==> src/rtl/sqrt_issue.sv <==
// sqrt_issue: queues 16-bit operands and issues them one at a time to a square-root core; define SQRT_ISSUE_TIMEOUT_EN for the WAIT watchdog
module sqrt_issue #(
  parameter int FIFO_DEPTH  = 4,
  parameter int TIMEOUT_CYC = 16
) (
  input  logic        clk,
  input  logic        rst,
  input  logic        in_valid,
  input  logic [15:0] in_data,
  output logic        in_ready,
  output logic        out_valid,
  input  logic        out_ready,
  output logic [7:0]  out_root,
  output logic [8:0]  out_rem,
  output logic [15:0] out_operand,
  output logic        out_err,
  output logic [2:0]  core_mode,
  output logic [15:0] core_data,
  output logic        core_start,
  input  logic [7:0]  core_root,
  input  logic [8:0]  core_rem,
  input  logic        core_finish,
  output logic        busy
);
  localparam int AW = $clog2(FIFO_DEPTH);
  localparam logic [AW:0] FULL = FIFO_DEPTH[AW:0];
  typedef enum logic [1:0] {IDLE, START, WAIT} state_t;
  if (FIFO_DEPTH < 2 || FIFO_DEPTH > 16 || (FIFO_DEPTH & (FIFO_DEPTH - 1)) != 0 || TIMEOUT_CYC < 1) begin : g_bad_cfg
    $error("sqrt_issue: unsupported FIFO_DEPTH or TIMEOUT_CYC");
  end
  state_t        state_q, state_d;
  logic [15:0]   mem_q [FIFO_DEPTH];
  logic [AW-1:0] wr_ptr_q, wr_ptr_d, rd_ptr_q, rd_ptr_d;
  logic [AW:0]   count_q, count_d;
  logic [15:0]   core_data_q, core_data_d, out_operand_q, out_operand_d;
  logic [7:0]    out_root_q, out_root_d;
  logic [8:0]    out_rem_q, out_rem_d;
  logic          out_valid_q, out_valid_d;
  logic          push, pop, done, fail;
  assign in_ready    = count_q != FULL;
  assign core_mode   = 3'd0;
  assign core_start  = state_q == START;
  assign core_data   = core_data_q;
  assign out_valid   = out_valid_q;
  assign out_root    = out_root_q;
  assign out_rem     = out_rem_q;
  assign out_operand = out_operand_q;
  assign busy        = state_q != IDLE || count_q != '0;
  always_comb begin
    push          = in_valid && in_ready;
    pop           = state_q == IDLE && count_q != '0 && (!out_valid_q || out_ready);
    done          = state_q == WAIT && core_finish;
    state_d       = state_q == IDLE ? (pop ? START : IDLE) :
                    state_q == START ? WAIT : (done || fail) ? IDLE : WAIT;
    wr_ptr_d      = push ? wr_ptr_q + 1'b1 : wr_ptr_q;
    rd_ptr_d      = pop ? rd_ptr_q + 1'b1 : rd_ptr_q;
    count_d       = count_q + {{AW{1'b0}}, push} - {{AW{1'b0}}, pop};
    core_data_d   = pop ? mem_q[rd_ptr_q] : core_data_q;
    out_operand_d = pop ? mem_q[rd_ptr_q] : out_operand_q;
    out_root_d    = done ? core_root : fail ? 8'd0 : out_root_q;
    out_rem_d     = done ? core_rem : fail ? 9'd0 : out_rem_q;
    out_valid_d   = (done || fail) ? 1'b1 : out_ready ? 1'b0 : out_valid_q;
  end
  always_ff @(posedge clk)
    if (push) mem_q[wr_ptr_q] <= in_data;
  always_ff @(posedge clk or posedge rst)
    if (rst) begin
      state_q       <= IDLE;
      wr_ptr_q      <= '0;
      rd_ptr_q      <= '0;
      count_q       <= '0;
      core_data_q   <= '0;
      out_operand_q <= '0;
      out_root_q    <= '0;
      out_rem_q     <= '0;
      out_valid_q   <= 1'b0;
    end else begin
      state_q       <= state_d;
      wr_ptr_q      <= wr_ptr_d;
      rd_ptr_q      <= rd_ptr_d;
      count_q       <= count_d;
      core_data_q   <= core_data_d;
      out_operand_q <= out_operand_d;
      out_root_q    <= out_root_d;
      out_rem_q     <= out_rem_d;
      out_valid_q   <= out_valid_d;
    end
`ifdef SQRT_ISSUE_TIMEOUT_EN
  localparam int TW = $clog2(TIMEOUT_CYC + 1);
  logic [TW-1:0] tmo_q, tmo_d;
  logic          out_err_q, out_err_d;
  assign fail    = state_q == WAIT && !core_finish && tmo_q == TW'(TIMEOUT_CYC - 1);
  assign out_err = out_err_q;
  always_comb begin
    tmo_d     = state_q == WAIT ? tmo_q + 1'b1 : '0;
    out_err_d = done ? 1'b0 : fail ? 1'b1 : out_err_q;
  end
  always_ff @(posedge clk or posedge rst)
    if (rst) begin
      tmo_q     <= '0;
      out_err_q <= 1'b0;
    end else begin
      tmo_q     <= tmo_d;
      out_err_q <= out_err_d;
    end
`else
  assign fail    = 1'b0;
  assign out_err = 1'b0;
`endif
endmodule

==> config.mk <==
export PLATFORM = sky130hd
export DESIGN_NAME = sqrt_issue
export DESIGN_NICKNAME = d
export VERILOG_FILES = /design/src/rtl/sqrt_issue.sv
export SDC_FILE = /design/constraint.sdc
export NUM_CORES = 1
export LEC_CHECK = 0
export ABC_AREA = 1
export CORE_AREA = 2 2 99 101
export DETAILED_ROUTE_END_ITERATION = 10
export DIE_AREA = 0 0 101 103
export GPL_ROUTABILITY_DRIVEN = 1
export GPL_TIMING_DRIVEN = 0
export PLACE_DENSITY = 0.75
export SKIP_CTS_REPAIR_TIMING = 1
export SYNTH_ARGS = -nofsm -noshare
export SYNTH_HDL_FRONTEND = slang
export SYNTH_SLANG_ARGS = --single-unit
==> constraint.sdc <==
create_clock -name clk -period 2.35 [get_ports clk]
set_clock_uncertainty 0.1 [all_clocks]
set_input_delay 0.47 -clock clk [delete_from_list [all_inputs] [get_ports clk]]
set_output_delay 0.47 -clock clk [all_outputs]
set_load 0.005 [all_outputs]
==> impl_metrics.tcl, run 1 <==
set metrics [dict create \
    mapped_cell_area_um2 4670 \
    worst_slew_pin_slew_ns 0.558 \
    yosysSeqAreaShare 0.642 \
    synthDominantAreaCellType "sky130_fd_sc_hd__edfxtp_1" \
    finalCriticalPeriod_ns 2.09 \
    worst_r2r_path_depth 10 \
    critPathKind "reg -> out" \
    finalWorstSetupSlack_ns 0.264 \
    final_cell_count_no_fill 700 \
    grt_max_degree 42 \
    rr_startpoint "count_q[1]$_DFF_PP0_" \
    timing.hold.worst.class "in -> async" \
    total_number_of_nets_in_the_final_design 625 \
    die_h_um 103 \
    detailedRoute.firstPassIterationCount 4 \
    final_cell_area_um2 5990 \
    grt_antenna_before_repair 0 \
    fp-row-count 36 \
    num_antenna_cells 0 \
    cts_buffers 9 \
    ff2ff_setup_slack_ns 0.35 \
    synth.ff_latch_count 107 \
    postSynthCellCount 472 \
    status "complete, no violations" \
    grt_setup_unrepaired "no" \
    vias_per_cell 4.75 \
    area.sequential_um2 3000 \
    post-synth-top-count-cell "sky130_fd_sc_hd__nand2_1" \
    grt_first_pass_wirelength_mm 15.6 \
    final_cycle_share 0.888 \
    wl_per_cell_um 13.9 \
    ctsRootBufferMaster "sky130_fd_sc_hd__clkbuf_8" \
    main_area_contributors_after_synthesis "sky130_fd_sc_hd__edfxtp_1 41%, sky130_fd_sc_hd__dfrtp_1 23%, sky130_fd_sc_hd__nand2_1 15%, sky130_fd_sc_hd__inv_1 6.3%, sky130_fd_sc_hd__buf_4 4.5%" \
    cp-end-kind "output pin" \
    timing.final.hold_violations 0 \
    yosysWarnings 0 \
    most_instantiated_cells_after_synthesis "189 x sky130_fd_sc_hd__nand2_1, 78 x sky130_fd_sc_hd__inv_1, 64 x sky130_fd_sc_hd__edfxtp_1, 43 x sky130_fd_sc_hd__dfrtp_1, 33 x sky130_fd_sc_hd__nand3_1" \
    peakVddDrop_v 0.000518 \
    postSynthAreaPerCell_um2 9.89 \
    total_power_mw 7.25 \
    timing.critical_path.fanout_max 3 \
    netlist-cell-type-count 24 \
    critical_path.startpoint_type "flip-flop" \
    timing.fmax_ghz 0.479 \
    maxSlewViolCount 0 \
    cts_tree "yes" \
    ant_nets 0 \
    globalRoute.totalOverflow 0 \
    place_congestion 0.738 \
    drt_drc_violations_left 0 \
    drt_iter0_drc 121 \
    synth_largest_type_area_fraction 0.412 \
    placed_area_um2 5810 \
    p_per_area_nw_per_um2 1210 \
    worst_skew_pair.late_latency_ns 0.35 \
    drive_gt1_frac 0.119 \
    floorplan.initialDensity 0.494 \
    crit_start "count_q[1]$_DFF_PP0_" \
    via_count_of_the_first_global_routing_pass 3202 \
    preCtsSetupSlack_ns -0.0526 \
    clkTransAtPathRegs_ns 0.11 \
    total_area_of_multi_input_combinational_cells_um2 1120 \
    clk_buf_depth 2 \
    async_reset_ff_frac 0.402 \
    cellLeakagePower_nw 2.86 \
    place.detailed.hpwl_mm 6.80 \
    fillCellCount 768 \
    postRouteWirelength_mm 9.74 \
    via_count 3322 \
    synth-main-ff-cell "sky130_fd_sc_hd__edfxtp_1" \
    report.final.setup_viol 0 \
    placedCellCount 684 \
    grt_util_all_layers 0.199 \
    timing.slew.headroom 0.628 \
    syn_to_final_growth_pct 28.3 \
    port_buffers 90 \
    synth-edff-count 64 \
    accumulated_negative_setup_slack_ns 0 \
    worst_r2r_endpoint "count_q[2]$_DFF_PP0_" \
    top_level_ports 95 \
    cts_htree_levels 3 \
    cp.arrival_ns 1.52 \
    design.core.area_um2 9460 \
    clkSinkCount 107 \
    cap_violations 0 \
    die_area_um2 10400 \
    die_w_um 101 \
    timing.critical_path.required_ns 1.78 \
]
## sequential cells by signal, indices dropped and copies added, names as in the netlist
name and cells:
count_q 3, out_rem 9, rd_ptr_q 2, wr_ptr_q 2, mem_q 64, core_data 16, out_valid 1, state_q 2
out_root 8
## power by group
| part | switching [mW] | internal (mW) | leakage [nW] | total (mW) |
|---|---|---|---|---|
| Sequential | 0.303 | 2.61 | 1.12 | 2.91 |
| Clock | 0.637 | 0.403 | 0.0902 | 1.04 |
| Combinational | 1.66 | 1.64 | 1.66 | 3.30 |
## layer usage
metal,GRT usage,routed length (um),vias to the layer above
met5,0,0,-
met4,0.0821,115,0
met3,0.0319,671,8
met2,0.350,4950,113
met1,0.248,4010,1566
li1,-,-,1635
## per-stage QoR
step           hold slack (ns)   util
6_report                 0.176  0.633
3_5_place_dp             0.364  0.614
3_3_place_gp             0.362  0.605
5_1_grt                  0.165  0.633
2_1_floorplan            0.372      -
4_1_cts                  0.163  0.633
## logic make-up (layout without fill, tap and decap cells)
kind of cell             count (synthesis)  in the layout  share of synthesized area
flip-flops                             107            107                      0.642
AO/OA/AOI/OAI                            2              2                    0.00214
adder cells (fa/ha/maj)                  6              6                     0.0177
buffers and inverters                  117            228                      0.123
other                                    1              4                   0.000803
XOR/XNOR                                 4              4                    0.00751
AND/OR/NAND/NOR                        235            235                      0.207
## final cells by class
| type | instances | share of cell area |
|---|---|---|
| buffer | 35 | 0.0430 |
| clock buffer | 9 | 0.0207 |
| clock inverter | 7 | 0.00961 |
| inverter | 82 | 0.0526 |
| multi-input combinational | 251 | 0.187 |
| sequential | 107 | 0.500 |
| tap | 114 | 0.0238 |
| timing repair buffer | 95 | 0.163 |
## critical path, stage by stage, from the launching register on
cell and delay [ns]:
sky130_fd_sc_hd__dfrtp_1 0.46, sky130_fd_sc_hd__nor2_4 0.15, sky130_fd_sc_hd__nand2_1 0.08, sky130_fd_sc_hd__clkdlybuf4s50_1 0.47
## worst max-delay path by stage
stage,endpoint,slack (ns),cells after the start
3_5_place_dp,count_q[1]$_DFF_PP0_,-0.05,11
6_report,in_ready,0.26,3
3_3_place_gp,mem_q[1][9]$_DFFE_PP_,-0.48,3
4_1_cts,in_ready,0.24,3
5_1_grt,in_ready,0.17,3
2_1_floorplan,mem_q[0][0]$_DFFE_PP_,0.46,4
## cell usage in the layout, fill, tap and decap left out, types with 5 or more instances in the layout
cell type                         instances
sky130_fd_sc_hd__dfrtp_1                 43
sky130_fd_sc_hd__buf_2                    5
sky130_fd_sc_hd__inv_1                   77
sky130_fd_sc_hd__buf_4                   28
sky130_fd_sc_hd__edfxtp_1                64
sky130_fd_sc_hd__ha_1                     5
sky130_fd_sc_hd__clkbuf_8                 9
sky130_fd_sc_hd__clkdlybuf4s50_1         90
sky130_fd_sc_hd__nand3_1                 33
sky130_fd_sc_hd__nand2_1                189
No activity file was read; power rests on OpenSTA's default activity.
==> run 2: changes to the inputs <==
--- a/config.mk
+++ b/config.mk
@@ -7,11 +7,13 @@
 export LEC_CHECK = 0
 export ABC_AREA = 1
 export CORE_AREA = 2 2 99 101
+export CTS_CLUSTER_SIZE = 40
 export DETAILED_ROUTE_END_ITERATION = 10
 export DIE_AREA = 0 0 101 103
 export GPL_ROUTABILITY_DRIVEN = 1
 export GPL_TIMING_DRIVEN = 0
 export PLACE_DENSITY = 0.75
+export SETUP_SLACK_MARGIN = 0.4
 export SKIP_CTS_REPAIR_TIMING = 1
 export SYNTH_ARGS = -nofsm -noshare
 export SYNTH_HDL_FRONTEND = slang
==> impl_metrics.tcl, run 2 (synthesized netlist as in run 1, its figures left out) <==
set metrics [dict create \
    status "complete, no violations" \
    critical-path-max-stage-delay_ns 0.46 \
    via_count 3410 \
    die_area_um2 10400 \
    cts_tree "yes" \
    top_level_ports 95 \
    cp-end-kind "flip-flop" \
    drt_iter0_drc 141 \
    sequentialPowerShare 0.389 \
    p_per_area_nw_per_um2 1210 \
    cellLeakagePower_nw 3.14 \
    postRouteWirelength_mm 10.1 \
    place.detailed.hpwl_mm 6.80 \
    clk_buf_depth 2 \
    worst_r2r_path_depth 10 \
    via_count_of_the_first_global_routing_pass 3202 \
    detailedRoute.firstPassIterationCount 4 \
    cts_htree_levels 3 \
    fp-row-count 36 \
    swShare 0.361 \
    total_area_of_multi_input_combinational_cells_um2 1140 \
    ant_nets 0 \
    num_antenna_cells 0 \
    grt_antenna_before_repair 0 \
    worst_skew_pair.late_latency_ns 0.36 \
    timing.critical_path.required_ns 2.56 \
    cts_buffers 9 \
    timing.critical_path.buf_inv 5 \
    peakVddDrop_v 0.000519 \
    clkTransAtPathRegs_ns 0.11 \
    layout_commonest_cell "sky130_fd_sc_hd__nand2_1" \
    timing.hold.worst.class "in -> async" \
    floorplan.initialDensity 0.494 \
    place_congestion 0.738 \
    finalCriticalPeriod_ns 1.93 \
    die_h_um 103 \
    ff2ff_setup_slack_ns 0.43 \
    switching_power_mw 2.69 \
    drive_gt1_frac 0.149 \
    worst_r2r_endpoint "count_q[1]$_DFF_PP0_" \
    preCtsSetupSlack_ns -0.0526 \
    regMostFlops "mem_q" \
    accumulated_negative_setup_slack_ns 0 \
    die_w_um 101 \
    flip_flop_count_of_the_largest_register_after_layout 64 \
    placedCellCount 684 \
    cp_top_family "buffers and inverters" \
    cell_internal_pwr_mw 4.77 \
    final_cycle_share 0.823 \
    design.core.area_um2 9460 \
    grt_max_degree 42 \
    finalWorstSetupSlack_ns 0.416 \
    maxSlewViolCount 0 \
    crit_slowest_cell "sky130_fd_sc_hd__clkdlybuf4s50_1" \
    fillCellCount 756 \
    timing.fmax_ghz 0.517 \
    report.final.setup_viol 0 \
    drt_drc_violations_left 0 \
    rr_startpoint "state_q[0]$_DFF_PP0_" \
    grt_first_pass_wirelength_mm 15.6 \
    vias_per_cell 4.78 \
    mostFrequentLayoutCells "187 x sky130_fd_sc_hd__nand2_1, 76 x sky130_fd_sc_hd__inv_1, 71 x sky130_fd_sc_hd__clkdlybuf4s50_1" \
    critical_path.startpoint_type "input port" \
    globalRoute.totalOverflow 0 \
    cp_cell_sequence "clkdlybuf4s50_1, inv_1, nand2_2, nand3_4, buf_6, nand2_1, nand2_1, ha_1, inv_1, fa_2, inv_2" \
    clkSinkCount 107 \
    total_number_of_nets_in_the_final_design 638 \
    wl_per_cell_um 14.2 \
    final_cell_count_no_fill 713 \
    grt_util_all_layers 0.199 \
    pwr-share-comb 0.470 \
    cp.arrival_ns 2.14 \
    cap_violations 0 \
    area.sequential_um2 3000 \
    critPathKind "in -> reg" \
    grt_setup_unrepaired "yes" \
    syn_to_final_growth_pct 32.3 \
    clock_power_share 0.141 \
    timing.slew.headroom 0.628 \
    worst_slew_pin_slew_ns 0.558 \
    port_buffers 90 \
    timing.final.hold_violations 0 \
    timing.critical_path.fanout_max 3 \
    ctsRootBufferMaster "sky130_fd_sc_hd__clkbuf_8" \
]
run 2: routing by layer:
layer  vias to the layer above  GRT usage  wire length, um
met5                         -          0                0
met4                         0     0.0821              191
met3                        16     0.0319              616
met2                       127      0.350             5070
met1                      1607      0.248             4210
li1                       1660          -                -
run 2: worst max path at each step:
stage                                    start                     to  slack, ns  depth (start not counted)
after floorplan           count_q[1]$_DFF_PP0_  mem_q[0][0]$_DFFE_PP_       0.46                          4
after global placement                in_valid  mem_q[1][9]$_DFFE_PP_      -0.48                          3
after detailed placement             out_ready   count_q[1]$_DFF_PP0_      -0.05                         11
after CTS                 count_q[1]$_DFF_PP0_               in_ready       0.24                          3
after global routing                 out_ready   count_q[1]$_DFF_PP0_       0.34                         11
final                                out_ready   count_q[1]$_DFF_PP0_       0.42                         11
run 2: power by group through the flow:
stage	clock network [mW]	registers, mW	logic [mW]
final	1.05	2.90	3.51
after CTS	1.07	2.91	3.35
after floorplan	0	2.93	1.78
after global routing	1.14	2.97	3.90
after detailed placement	0	2.96	3.33
after global placement	0	2.93	3.15
run 2: cell type report:
cell class / instances / share of cell area
clock buffer: 9 / 0.0201
timing repair buffer: 108 / 0.184
buffer: 35 / 0.0424
inverter: 82 / 0.0511
multi-input combinational: 251 / 0.184
clock inverter: 7 / 0.00932
tap: 114 / 0.0231
sequential: 107 / 0.486
run 2: per-stage QoR:
stage,instance area [um2],util,hold slack (ns),power [mW]
after global placement,5720,0.605,0.362,6.08
final,6170,0.653,0.168,7.46
after floorplan,4680,-,0.372,4.72
after detailed placement,5810,0.614,0.364,6.28
after global routing,6170,0.653,0.165,8.00
after CTS,5990,0.633,0.163,7.33
run 2: worst reg2reg max path: cells and delay by family (launching register included):
kind	cells	cell delay [ns]
simple gates	4	0.37
fa+ha+maj	2	0.61
buf+inv	4	0.39
flops	1	0.40
==> run 3: changes to the inputs <==
--- a/config.mk
+++ b/config.mk
@@ -6,13 +6,13 @@
 export NUM_CORES = 1
 export LEC_CHECK = 0
 export ABC_AREA = 1
-export CORE_AREA = 2 2 99 101
+export CORE_AREA = 2 2 104 106
 export CTS_CLUSTER_SIZE = 40
 export DETAILED_ROUTE_END_ITERATION = 10
-export DIE_AREA = 0 0 101 103
+export DIE_AREA = 0 0 106 108
 export GPL_ROUTABILITY_DRIVEN = 1
 export GPL_TIMING_DRIVEN = 0
-export PLACE_DENSITY = 0.75
+export PLACE_DENSITY = 0.72
 export SETUP_SLACK_MARGIN = 0.4
 export SKIP_CTS_REPAIR_TIMING = 1
 export SYNTH_ARGS = -nofsm -noshare
==> constraint.sdc (replaced) <==
create_clock -name clk -period 1.7 [get_ports clk]
set_clock_uncertainty 0.1 [all_clocks]
set_input_delay 0.34 -clock clk [delete_from_list [all_inputs] [get_ports clk]]
set_output_delay 0.34 -clock clk [all_outputs]
set_load 0.005 [all_outputs]
==> impl_metrics.tcl, run 3 (synthesized netlist as in run 1, its figures left out) <==
set metrics [dict create \
    status "finished with violations" \
    violations "negative setup slack" \
    via_count_of_the_first_global_routing_pass 3388 \
    top_level_ports 95 \
    timing.slew.headroom 0.652 \
    place_congestion 0.751 \
    grt_antenna_before_repair 0 \
    cp-end-kind "flip-flop" \
    crit_slowest_cell "sky130_fd_sc_hd__dfrtp_2" \
    cp_num_cells 10 \
    cts_tree "yes" \
    critical-path-max-stage-delay_ns 0.45 \
    worst_r2r_endpoint "count_q[2]$_DFF_PP0_" \
    wl_per_cell_um 14.9 \
    peakVddDrop_v 0.000711 \
    place.detailed.hpwl_mm 6.45 \
    final_cycle_share 1.10 \
    clkSinkCount 107 \
    cts_buffers 9 \
    rr_startpoint "count_q[1]$_DFF_PP0_" \
    cp.arrival_ns 2.01 \
    total_area_of_multi_input_combinational_cells_um2 1260 \
    die_w_um 106 \
    grt_busiest_layer "met2" \
    met1_demand_to_capacity_share_in_global_routing 0.227 \
    timing.critical_path.fanout_max 4 \
    fillCellCount 773 \
    drt_iter0_drc 258 \
    die_h_um 108 \
    ant_nets 0 \
    syn_to_final_growth_pct 43.3 \
    cellLeakagePower_nw 3.29 \
    final_cell_count_no_fill 768 \
    area.sequential_um2 3000 \
    clk_buf_depth 2 \
    worst_slew_pin_slew_ns 0.522 \
    worst_skew_pair.late_latency_ns 0.36 \
    maxSlewViolCount 0 \
    cts_htree_levels 3 \
    crit_start "count_q[1]$_DFF_PP0_" \
    regMostFlops "mem_q" \
    floorplan.initialDensity 0.456 \
    finalCriticalPeriod_ns 1.86 \
    critical-path-top-cell-by-count "sky130_fd_sc_hd__nand2_2" \
    grt_max_degree 44 \
    timing.critical_path.buf_inv 2 \
    clkTransAtPathRegs_ns 0.10 \
    critPathKind "reg -> reg" \
    grt_first_pass_wirelength_mm 16.0 \
    worst_r2r_path_depth 10 \
    timing.fmax_ghz 0.536 \
    globalRoute.totalOverflow 0 \
    postRouteWirelength_mm 11.4 \
    mostFrequentLayoutCells "169 x sky130_fd_sc_hd__nand2_1, 70 x sky130_fd_sc_hd__inv_1, 64 x sky130_fd_sc_hd__edfxtp_1" \
    via_count 3577 \
    total_power_mw 11.8 \
    final_core_utilization 0.654 \
    design.core.area_um2 10200 \
    placedCellCount 701 \
    port_buffers 90 \
    grt_util_all_layers 0.179 \
    worst_hold_startpoint "out_rem[5]$_DFFE_PP0P_" \
    die_area_um2 11400 \
    flip_flop_count_of_the_largest_register_after_layout 64 \
    layout_commonest_cell "sky130_fd_sc_hd__nand2_1" \
    ff2ff_setup_slack_ns -0.16 \
    setup.worst_path.end "count_q[2]$_DFF_PP0_" \
    total_number_of_nets_in_the_final_design 671 \
    critical_path.startpoint_type "flip-flop" \
    num_antenna_cells 0 \
    report.final.setup_viol 3 \
    drt_drc_violations_left 0 \
    cp_top_family "adder cells" \
    grt.met3_usage 0.0253 \
    timing.critical_path.required_ns 1.85 \
    vias_per_cell 4.66 \
    p_per_area_nw_per_um2 1770 \
    detailedRoute.firstPassIterationCount 4 \
    timing.final.hold_violations 0 \
    finalWorstSetupSlack_ns -0.164 \
    grt_setup_unrepaired "yes" \
    timing.hold.worst.class "reg -> reg" \
    ctsRootBufferMaster "sky130_fd_sc_hd__clkbuf_8" \
    groute.layer.met2.usage 0.320 \
    cap_violations 0 \
    drive_gt1_frac 0.321 \
    cp_cell_sequence "nor2_4, nand2_2, nand3_4, buf_6, nand2_2, nand2_2, ha_4, inv_2, fa_1, xnor2_1" \
    fp-row-count 37 \
]
[run 3: cell types whose count changed in the layout (fill, tap and decap cells not counted), sizes merged]
cell           change
clkdlybuf4s50     -34
dlymetal6s2s      -19
bufinv             +3
buf               +61
clkinvlp           +2
inv                -4
clkbuf            +24
[run 3: report_power, final]
group / switching [mW] / leakage, nW / internal [mW]
logic: 2.87 / 2.06 / 3.05
registers: 0.461 / 1.11 / 3.61
clock network: 0.870 / 0.120 / 0.989
[run 3: per-stage QoR]
| step | worst slack, ns | hold WS (ns) | TNS [ns] | instance area (um2) |
|---|---|---|---|---|
| final | -0.164 | 0.385 | -0.332 | 6690 |
| after global placement | -0.528 | 0.362 | -29.62 | 5790 |
| after global routing | -0.246 | 0.406 | -0.608 | 6690 |
| after CTS | -0.383 | 0.390 | -20.46 | 6030 |
| after detailed placement | -0.593 | 0.364 | -32.06 | 5790 |
| after floorplan | -0.0971 | 0.238 | -0.192 | 4710 |
[run 3: worst min-delay path by stage]
stage	cells past startpoint	slack [ns]	endpoint
after floorplan	1	0.24	core_data[0]$_DFFE_PP0P_
after global routing	2	0.41	out_root[2]$_DFFE_PP0P_
after global placement	2	0.36	out_root[7]$_DFFE_PP0P_
after detailed placement	2	0.36	out_root[2]$_DFFE_PP0P_
after CTS	2	0.39	out_root[7]$_DFFE_PP0P_
final	2	0.38	out_rem[5]$_DFFE_PP0P_
[run 3: worst reg2reg max path, cell delays in order, from the launching register on]
cell and delay (ns):
sky130_fd_sc_hd__dfrtp_2 0.45, sky130_fd_sc_hd__nor2_4 0.12, sky130_fd_sc_hd__nand2_2 0.08, sky130_fd_sc_hd__nand3_4 0.11, sky130_fd_sc_hd__buf_6 0.13, sky130_fd_sc_hd__nand2_2 0.04, sky130_fd_sc_hd__nand2_2 0.07, sky130_fd_sc_hd__ha_4 0.12
sky130_fd_sc_hd__inv_2 0.03, sky130_fd_sc_hd__fa_1 0.36, sky130_fd_sc_hd__xnor2_1 0.14
[run 3: layer usage]
layer | routed length, um | vias up | part of all wire
met2 | 5900 | 138 | 0.52
met1 | 4720 | 1699 | 0.41
met5 | 0 | - | 0
met3 | 598 | 17 | 0.052
li1 | - | 1723 | -
met4 | 192 | 0 | 0.017
[run 3: layout make-up]
class,count,area share
multi-input cells,251,0.189
plain buffers,35,0.0567
clock inverters,7,0.0185
inverters,82,0.0514
repair inverters,1,0.00112
clock buffers,9,0.0185
repair buffers,140,0.191
well taps,136,0.0254
flip-flops and latches,107,0.448
